## config.mk

```make
export PLATFORM = sky130hd
export DESIGN_NAME = nanov_reg_serdes
export DESIGN_NICKNAME = d
export VERILOG_FILES = /design/src/rtl/nanov_reg_serdes.sv
export SDC_FILE = /design/constraint.sdc
export NUM_CORES = 1
export LEC_CHECK = 0
export CORE_ASPECT_RATIO = 1.1
export CORE_MARGIN = 1.5
export CORE_UTILIZATION = 55
export DETAILED_ROUTE_END_ITERATION = 6
export PLACE_DENSITY = 0.88
export SYNTH_ARGS = -nofsm -noshare
export SYNTH_HDL_FRONTEND = slang
export SYNTH_SLANG_ARGS = --single-unit
export TNS_END_PERCENT = 100
```

## constraint.sdc

```tcl
create_clock -name clk -period 4.9 [get_ports clk]
set_input_delay 0.735 -clock clk [delete_from_list [all_inputs] [get_ports clk]]
set_output_delay 0.735 -clock clk [all_outputs]
set_load 0.01 [all_outputs]
```

## src/rtl/nanov_reg_serdes.sv

```systemverilog
// nanov_reg_serdes
// Bridges the nanoV parallel memory interface and the 1-bit serial register file.
//   Load path : accepts a 32-bit load word, size/sign-extends it and streams it onto
//               the register file write port aligned to the core bit counter.
//   Store path: collects the serial rs2 read stream into a parallel 32-bit word.
// The two paths are fully independent and may overlap.
//
// Ports
//   clk, rstn              clock, synchronous active-low reset
//   counter[4:0]           core bit counter, increments every clk, wraps 31->0
//   ld_valid / ld_ready    load handshake (ld_ready high while the load path is idle)
//   ld_data[31:0]          raw load word, byte 0 in [7:0]
//   ld_size[1:0]           0=byte, 1=half, 2/3=word
//   ld_unsigned            1=zero-extend, 0=sign-extend
//   ld_rd                  destination register
//   rd                     latched destination presented to the register file
//   wr_en / data_rd        write data_rd into bit [counter] of rd
//   wr_next_en / data_rd_next  write data_rd_next into bit [counter+1] of rd
//   ld_done                one-cycle pulse while the last bit is written
//   st_req / st_busy       store capture request / capture pending or running
//   data_rs2               serial rs2 bit for the current counter
//   st_data[31:0]          captured store word
//   st_done                one-cycle pulse when st_data is updated
module nanov_reg_serdes #(
  parameter int unsigned REG_ADDR_BITS = 4,
  parameter int unsigned NUM_REGS      = 16
) (
  input  logic                     clk,
  input  logic                     rstn,
  input  logic [4:0]               counter,
  input  logic                     ld_valid,
  output logic                     ld_ready,
  input  logic [31:0]              ld_data,
  input  logic [1:0]               ld_size,
  input  logic                     ld_unsigned,
  input  logic [REG_ADDR_BITS-1:0] ld_rd,
  output logic [REG_ADDR_BITS-1:0] rd,
  output logic                     wr_en,
  output logic                     wr_next_en,
  output logic                     data_rd,
  output logic                     data_rd_next,
  output logic                     ld_done,
  input  logic                     st_req,
  output logic                     st_busy,
  input  logic                     data_rs2,
  output logic [31:0]              st_data,
  output logic                     st_done
);

  localparam int unsigned WORD_W = 32;
  localparam int unsigned CNT_W  = 5;

  typedef enum logic [1:0] {
    IDLE  = 2'd0,
    ARM   = 2'd1,
    SHIFT = 2'd2
  } ld_state_e;

  typedef enum logic [1:0] {
    S_IDLE = 2'd0,
    S_WAIT = 2'd1,
    S_CAP  = 2'd2
  } st_state_e;

  // Size/sign extension of the raw load word.
  function automatic logic [WORD_W-1:0] extend_word(input logic [WORD_W-1:0] d,
                                                    input logic [1:0]        sz,
                                                    input logic              uns);
    logic [WORD_W-1:0] r;
    case (sz)
      2'd0:    r = {{24{~uns & d[7]}}, d[7:0]};
      2'd1:    r = {{16{~uns & d[15]}}, d[15:0]};
      default: r = d;
    endcase
    return r;
  endfunction

  // Counter values seen this cycle and the next; the counter advances by one every clk.
  logic [CNT_W-1:0] cnt_nxt;
  logic             cnt_last;
  logic             nxt_last;

  always_comb begin
    cnt_nxt  = counter + CNT_W'(1);
    cnt_last = (counter == CNT_W'(WORD_W - 1));
    nxt_last = (cnt_nxt == CNT_W'(WORD_W - 1));
  end

  // ---------------------------------------------------------------------------
  // Load path
  // ---------------------------------------------------------------------------
  ld_state_e                ld_state_q, ld_state_d;
  logic [WORD_W-1:0]        w_q, w_d;
  logic [REG_ADDR_BITS-1:0] rd_q, rd_d;
  logic                     ld_ready_q, ld_ready_d;
  logic                     wr_en_q, wr_en_d;
  logic                     wr_next_en_q, wr_next_en_d;
  logic                     data_rd_q, data_rd_d;
  logic                     data_rd_next_q, data_rd_next_d;
  logic                     ld_done_q, ld_done_d;
  logic                     rd_writable;

  // Next-state logic; the stream outputs are evaluated for the following cycle's
  // state and counter so that they leave the design straight from flops.
  always_comb begin
    ld_state_d     = ld_state_q;
    w_d            = w_q;
    rd_d           = rd_q;
    ld_ready_d     = 1'b0;
    wr_en_d        = 1'b0;
    wr_next_en_d   = 1'b0;
    data_rd_d      = 1'b0;
    data_rd_next_d = 1'b0;
    ld_done_d      = 1'b0;
    rd_writable    = 1'b0;

    unique case (ld_state_q)
      IDLE: begin
        if (ld_valid) begin
          rd_d       = ld_rd;
          w_d        = extend_word(ld_data, ld_size, ld_unsigned);
          ld_state_d = cnt_last ? SHIFT : ARM;
        end
      end
      ARM: begin
        if (cnt_last) ld_state_d = SHIFT;
      end
      SHIFT: begin
        if (cnt_last) ld_state_d = IDLE;
      end
      default: ld_state_d = IDLE;
    endcase

    // x0 and unimplemented registers keep the full timing but never write.
    rd_writable = (rd_d != '0) && (32'(rd_d) < NUM_REGS);
    ld_ready_d  = (ld_state_d == IDLE);

    if (ld_state_d == SHIFT) begin
      data_rd_d      = w_d[cnt_nxt];
      data_rd_next_d = nxt_last ? 1'b0 : w_d[cnt_nxt + CNT_W'(1)];
      wr_en_d        = rd_writable;
      wr_next_en_d   = rd_writable & ~nxt_last;
      ld_done_d      = nxt_last;
    end
  end

  // Load path registers.
  always_ff @(posedge clk) begin
    if (!rstn) begin
      ld_state_q     <= IDLE;
      w_q            <= '0;
      rd_q           <= '0;
      ld_ready_q     <= 1'b1;
      wr_en_q        <= 1'b0;
      wr_next_en_q   <= 1'b0;
      data_rd_q      <= 1'b0;
      data_rd_next_q <= 1'b0;
      ld_done_q      <= 1'b0;
    end else begin
      ld_state_q     <= ld_state_d;
      w_q            <= w_d;
      rd_q           <= rd_d;
      ld_ready_q     <= ld_ready_d;
      wr_en_q        <= wr_en_d;
      wr_next_en_q   <= wr_next_en_d;
      data_rd_q      <= data_rd_d;
      data_rd_next_q <= data_rd_next_d;
      ld_done_q      <= ld_done_d;
    end
  end

  // ---------------------------------------------------------------------------
  // Store path
  // ---------------------------------------------------------------------------
  st_state_e         st_state_q, st_state_d;
  logic [WORD_W-1:0] buf_q, buf_d;
  logic [WORD_W-1:0] st_data_q, st_data_d;
  logic              st_busy_q, st_busy_d;
  logic              st_done_q, st_done_d;

  // Capture FSM; the final bit is folded in directly so st_data updates the cycle after bit 31.
  always_comb begin
    st_state_d = st_state_q;
    buf_d      = buf_q;
    st_data_d  = st_data_q;
    st_busy_d  = 1'b0;
    st_done_d  = 1'b0;

    unique case (st_state_q)
      S_IDLE: begin
        if (st_req) st_state_d = cnt_last ? S_CAP : S_WAIT;
      end
      S_WAIT: begin
        if (cnt_last) st_state_d = S_CAP;
      end
      S_CAP: begin
        buf_d[counter] = data_rs2;
        if (cnt_last) begin
          st_state_d = S_IDLE;
          st_data_d  = buf_d;
          st_done_d  = 1'b1;
        end
      end
      default: st_state_d = S_IDLE;
    endcase

    st_busy_d = (st_state_d != S_IDLE);
  end

  // Store path registers.
  always_ff @(posedge clk) begin
    if (!rstn) begin
      st_state_q <= S_IDLE;
      buf_q      <= '0;
      st_data_q  <= '0;
      st_busy_q  <= 1'b0;
      st_done_q  <= 1'b0;
    end else begin
      st_state_q <= st_state_d;
      buf_q      <= buf_d;
      st_data_q  <= st_data_d;
      st_busy_q  <= st_busy_d;
      st_done_q  <= st_done_d;
    end
  end

  assign ld_ready     = ld_ready_q;
  assign rd           = rd_q;
  assign wr_en        = wr_en_q;
  assign wr_next_en   = wr_next_en_q;
  assign data_rd      = data_rd_q;
  assign data_rd_next = data_rd_next_q;
  assign ld_done      = ld_done_q;
  assign st_busy      = st_busy_q;
  assign st_data      = st_data_q;
  assign st_done      = st_done_q;

endmodule

```

After elaboration in Yosys (flattened, before gate mapping)
Index checks and enable logic that the tools add are counted.
Widths: inputs -> output; s select.
{"block": "word_totals", "mem_bits_rw": 0, "regBits": 112, "mem_count": 0, "latch_bits": 0, "out_inout_bits": 44, "romBits": 0, "input_bits": 49, "elab_cells": 68}
{"block": "classes", "n_reduce_logical": 11, "bitwise": 7, "n_mul": 0, "n_addsub": 2, "div": 0, "shifts": 0, "eq_ne": 8, "n_lt_le_gt_ge": 4, "muxes": 22}
{"operator": "$mux 32", "n": 2}
{"operator": "$pmux 32 s2", "n": 1}
{"operator": "$bwmux 32", "n": 1}
{"operator": "$lt 5x6->1 const B", "n": 3}
{"operator": "$mux 2", "n": 7}
{"operator": "$pmux 2 s3", "n": 2}
{"operator": "$add 5x1->5 const B", "n": 2}
{"operator": "$bmux 1 s5", "n": 2}
{"operator": "$eq 5x5->1 const B", "n": 2}
{"operator": "$logic_not 2->1", "n": 4}
{"operator": "$mux 4", "n": 2}
{"operator": "$eq 2x1->1 const B", "n": 3}
{"operator": "$eq 2x2->1 const B", "n": 3}
{"operator": "$reduce_and 2->1", "n": 3}
{"operator": "$demux 1 s5", "n": 1}
{"operator": "$ge 5x1->1 const B", "n": 1}
{"operator": "$mux 1", "n": 4}
{"operator": "$not 1->1", "n": 4}
{"operator": "$reduce_bool 4->1", "n": 1}
{"operator": "$and 1x1->1", "n": 3}
{"operator": "$reduce_or 3->1", "n": 1}
{"operator": "$reduce_bool 2->1", "n": 1}
{"operator": "$logic_and 1x1->1", "n": 1}

Logic depth before layout (Yosys ltp)
{"block": "depth", "depth_word": 7, "mapped_depth": 11, "mapped_depth_nobuf": 9}

Worst setup path after synthesis
Ideal clock, no wire load.
{"block": "synth_timing", "path_type": "in2reg", "start": "input counter[0]", "end": "register data_rd_next_q (netlist: data_rd_next)", "setup_slack_ns": 1.834, "t_required_ns": 4.840, "cell_stages": 11, "t_arrival_ns": 3.006, "cell_sequence": "inv_1 clkbuf_1 ha_1 clkbuf_1 clkbuf_1 and3_1 ha_1 inv_1 a2111oi_0 a2111oi_0 o311a_1"}
{"block": "synth_between", "elab_chain_len": 7, "elab_cells_between_ends": 14}
{"element": "start: declaration", "line_no": "30", "source": "input logic [4:0] counter,"}
{"element": "parallel branches: the longest is 7 deep, another holds $add 5x1->5"}
{"element": "end signal: assignment", "line_no": "167", "source": "data_rd_next_q <= data_rd_next_d;"}
{"element": "end: declaration", "line_no": "99", "source": "logic data_rd_next_q, data_rd_next_d;"}
Several ways; the timed one is not identified. The select of a mux whose other input is x is not followed.
A chain may end at the register's enable or synchronous reset.

Final worst setup path
{"block": "layout_timing", "start": "input counter[1]", "end": "register data_rd_next_q (netlist: data_rd_next)"}
The elaborated chain is that of the path after synthesis.

==> reports/metrics.yaml <==
layout-drive-gt1-share_pct: 6.13
crit_arrival_ps: 4160
cts_made_buffers: 9
setup_tns_ps: 0
syn_nets: 788
fillers: 863
gp_congestion: 0.877
antenna_left: 0
yosys-top-cells-area: "dfxtp_1, nand2_1, nor2_1"
power.density_mw_per_mm2: 291
fp.dieH_um: 111
crit_chain: "clkdlybuf4s50_1 > ha_1 > xor2_2 > xnor2_1 > o221ai_1 > a2111oi_0 > a2111oi_0 > o311a_1"
clk_pin_slew_ps: 70
pwr-share-clk_pct: 35.1
via_per_inst: 5.92
required_ps: 5140
syn2layout_area_growth_pct: 18.8
tightest_slew_ps: 1050
wire_per_inst_um: 16.4
cts_tree: "yes"
first_pass_iters: 7
cts_root_buf: "clkbuf_16"
fin_crit_sh_pct: 80.1
p_seq_share_pct: 47.3
setup_viol_count_final: 0
fin_nets: 834
cp-end-kind: "register"
synth_top_cell_by_area: "dfxtp_1"
synth-seq-area-share_pct: 38.2
drv_cap: 0
vias: 5482
grt_pass1_vias: 5296
ir_drop_mv: 0.163
fin_worst_skew_ps: 8.04
slowest_delay_ps: 870
synth_top_cell_area_share_pct: 38.2
core_area_mm2: 0.0104
status: "finished clean"
h-tree-depth: 3
ctsResizeCount: 0
hpwl_um: 10700
synthFlopType: "dfxtp_1"
post_cts_buffers: 0
swShare_pct: 28.3
io_buffer_count: 92
finalMaxSlewViolations: 0
yosys_warnings: 0
worst_setup_path_start_kind: "input port"
place_area_mm2: 0.00668
p_sw_mw: 0.575
rsz0062_at_grt: "false"
synth.distinct_cells: 60
clk_latency_ps: 350
synthCells: 732
leakagePower_nw: 2.47
n_antenna_cell: 0
seq_area_mm2: 0.00224
fmax_ghz: 0.255
die_x_um: 101
power_frac_comb_pct: 17.6
syn_avg_cell_area_um2: 8.02
min_path_type: "register to register"
cts-hold-fix-buffers: 0
dieArea_mm2: 0.0113
period_minus_slack_ps: 3920
grt_max_degree: 65
maxSlewHeadroom_pct: 29.3
async_flop_share_pct: 0
grt_first_pass_wirelength_um: 25400
clock_sinks: 112
path_max_fanout: 16
syn_area_mm2: 0.00587
hold_viol: 0
critPathSlowestCell: "xnor2_1"
routed_wl_um: 15200
intPower_mw: 1.46
critPathKind: "input port to register"
drc: 0
antenna_found_initial: 0
design_area_mm2: 0.00697
crit_top_cell: "a2111oi_0"
io_pins: 93
final_util_pct: 67.1
synth_edf_count: 0
drtIter0Drc: 461
gr-total-overflow: 0
multiInputGateArea_mm2: 0.00324
clk_path_buf_depth: 2
grt_usage_pct: 28.0
initial_utilization_pct: 56.5
yosys_register_bits: 112
rows: 39
-- layout make-up --
type / count / area share [%]
clock buffer: 12 / 3.54
clock inverter: 4 / 0.539
inverter: 6 / 0.323
multi-input combinational: 546 / 46.5
sequential: 112 / 32.2
tap: 143 / 2.57
timing repair buffer: 103 / 14.3
-- power by group through the flow --
stage	Combinational [mW]	Sequential (mW)	Clock [mW]
after floorplan	0.252	0.978	0
after global placement	0.346	0.979	0
after detailed placement	0.353	0.980	0
after CTS	0.355	0.959	0.718
after global routing	0.393	0.963	0.765
final	0.358	0.960	0.713
-- worst paths after layout --
kind	startpoint	to	slack (ps)	cells after the start
worst max-delay path	counter[1]	data_rd_next$_SDFF_PP0_	980	8
worst min-delay path	w_q[5]$_SDFF_PN0_	w_q[5]$_SDFF_PN0_	460	2
worst max register to register	ld_state_q[1]$_SDFF_PN0_	data_rd_next$_SDFF_PP0_	2220	7
worst min register to register	w_q[5]$_SDFF_PN0_	w_q[5]$_SDFF_PN0_	460	2
-- state kept, by name, summed over array words and instances, names as in the netlist --
signal and count:
ld_done 1, st_busy 1, st_state_q 2, ld_ready 1, data_rd 1, ld_state_q 2
st_done 1, buf_q 32, wr_en 1, rd 4, wr_next_en 1, st_data 32
w_q 32, data_rd_next 1
-- routing by layer --
layer / GRT usage (%) / vias to the layer above / wire (µm)
met5: 0 / - / 0
met4: 11.1 / 0 / 364
met3: 3.26 / 30 / 568
met2: 49.0 / 153 / 7800
met1: 34.9 / 2616 / 6480
li1: - / 2683 / -
-- cells in the mapped netlist (2+ instances only) --
cell type and count:
a2111oi_0 3, a211oi_1 25, a21o_1 3, a21oi_1 26, a221oi_1 2, a22oi_1 2
a311oi_1 28, a41oi_1 2, and2_1 21, and2_2 2, and3_1 5, buf_2 5
buf_4 3, buf_6 4, clkbuf_1 50, clkbuf_8 4, dfxtp_1 112, ha_1 7
inv_1 6, mux2i_1 26, mux4_2 6, nand2_1 126, nand2b_1 2, nand3_1 37
nand3b_1 2, nor2_1 99, nor2b_1 2, nor3_1 32, nor3b_1 5, nor4_1 5
nor4b_1 2, o21a_1 6, o21ai_0 26, o21bai_1 3, o221ai_1 4, o311ai_0 2
o32ai_1 9, o41ai_1 2, xnor2_1 4, xor2_1 2
-- cell usage in the layout, fill, tap and decap left out, types with 4 or more instances in the layout --
cell / netlist / layout
nand3_1: 37 / 37
a211oi_1: 25 / 25
clkbuf_16: 0 / 9
xnor2_1: 4 / 4
and2_1: 21 / 20
ha_1: 7 / 7
o21ai_0: 26 / 26
a21oi_1: 26 / 26
nor4_1: 5 / 5
nor3_1: 32 / 32
buf_4: 3 / 11
o221ai_1: 4 / 4
o21a_1: 6 / 6
a311oi_1: 28 / 28
and3_1: 5 / 5
dfxtp_1: 112 / 112
clkdlybuf4s50_1: 0 / 91
nand2_1: 126 / 126
mux2i_1: 26 / 26
o32ai_1: 9 / 9
inv_1: 6 / 5
mux4_2: 6 / 6
nor2_1: 99 / 99
-- critical path: cells and delay by family --
kind	cells	cell delay, ps
AO/OA/AOI/OAI	4	1030
XOR/XNOR	2	1220
adder cells (fa/ha/maj)	1	610
buffers and inverters	1	560
-- per-stage QoR --
stage / hold WS [ps] / power, mW / worst slack [ps] / cells
5_1_grt: 485 / 2.12 / 662 / 926
6_report: 458 / 2.03 / 976 / 926
4_1_cts: 459 / 2.03 / 1060 / 926
2_1_floorplan: 433 / 1.23 / 1830 / 732
3_3_place_gp: 441 / 1.32 / 806 / 910
3_5_place_dp: 449 / 1.33 / 684 / 910
-- cells by family after synthesis --
group / synth area share, %
DFF: 38.2
and+or+nand+nor: 26.6
adders and majority gates: 1.49
AOI/OAI and AO/OA: 18.6
xor gates and xnor gates: 1.45
buffers and inverters: 6.71
muxes: 6.99
Power figures use the tool's default switching activity.
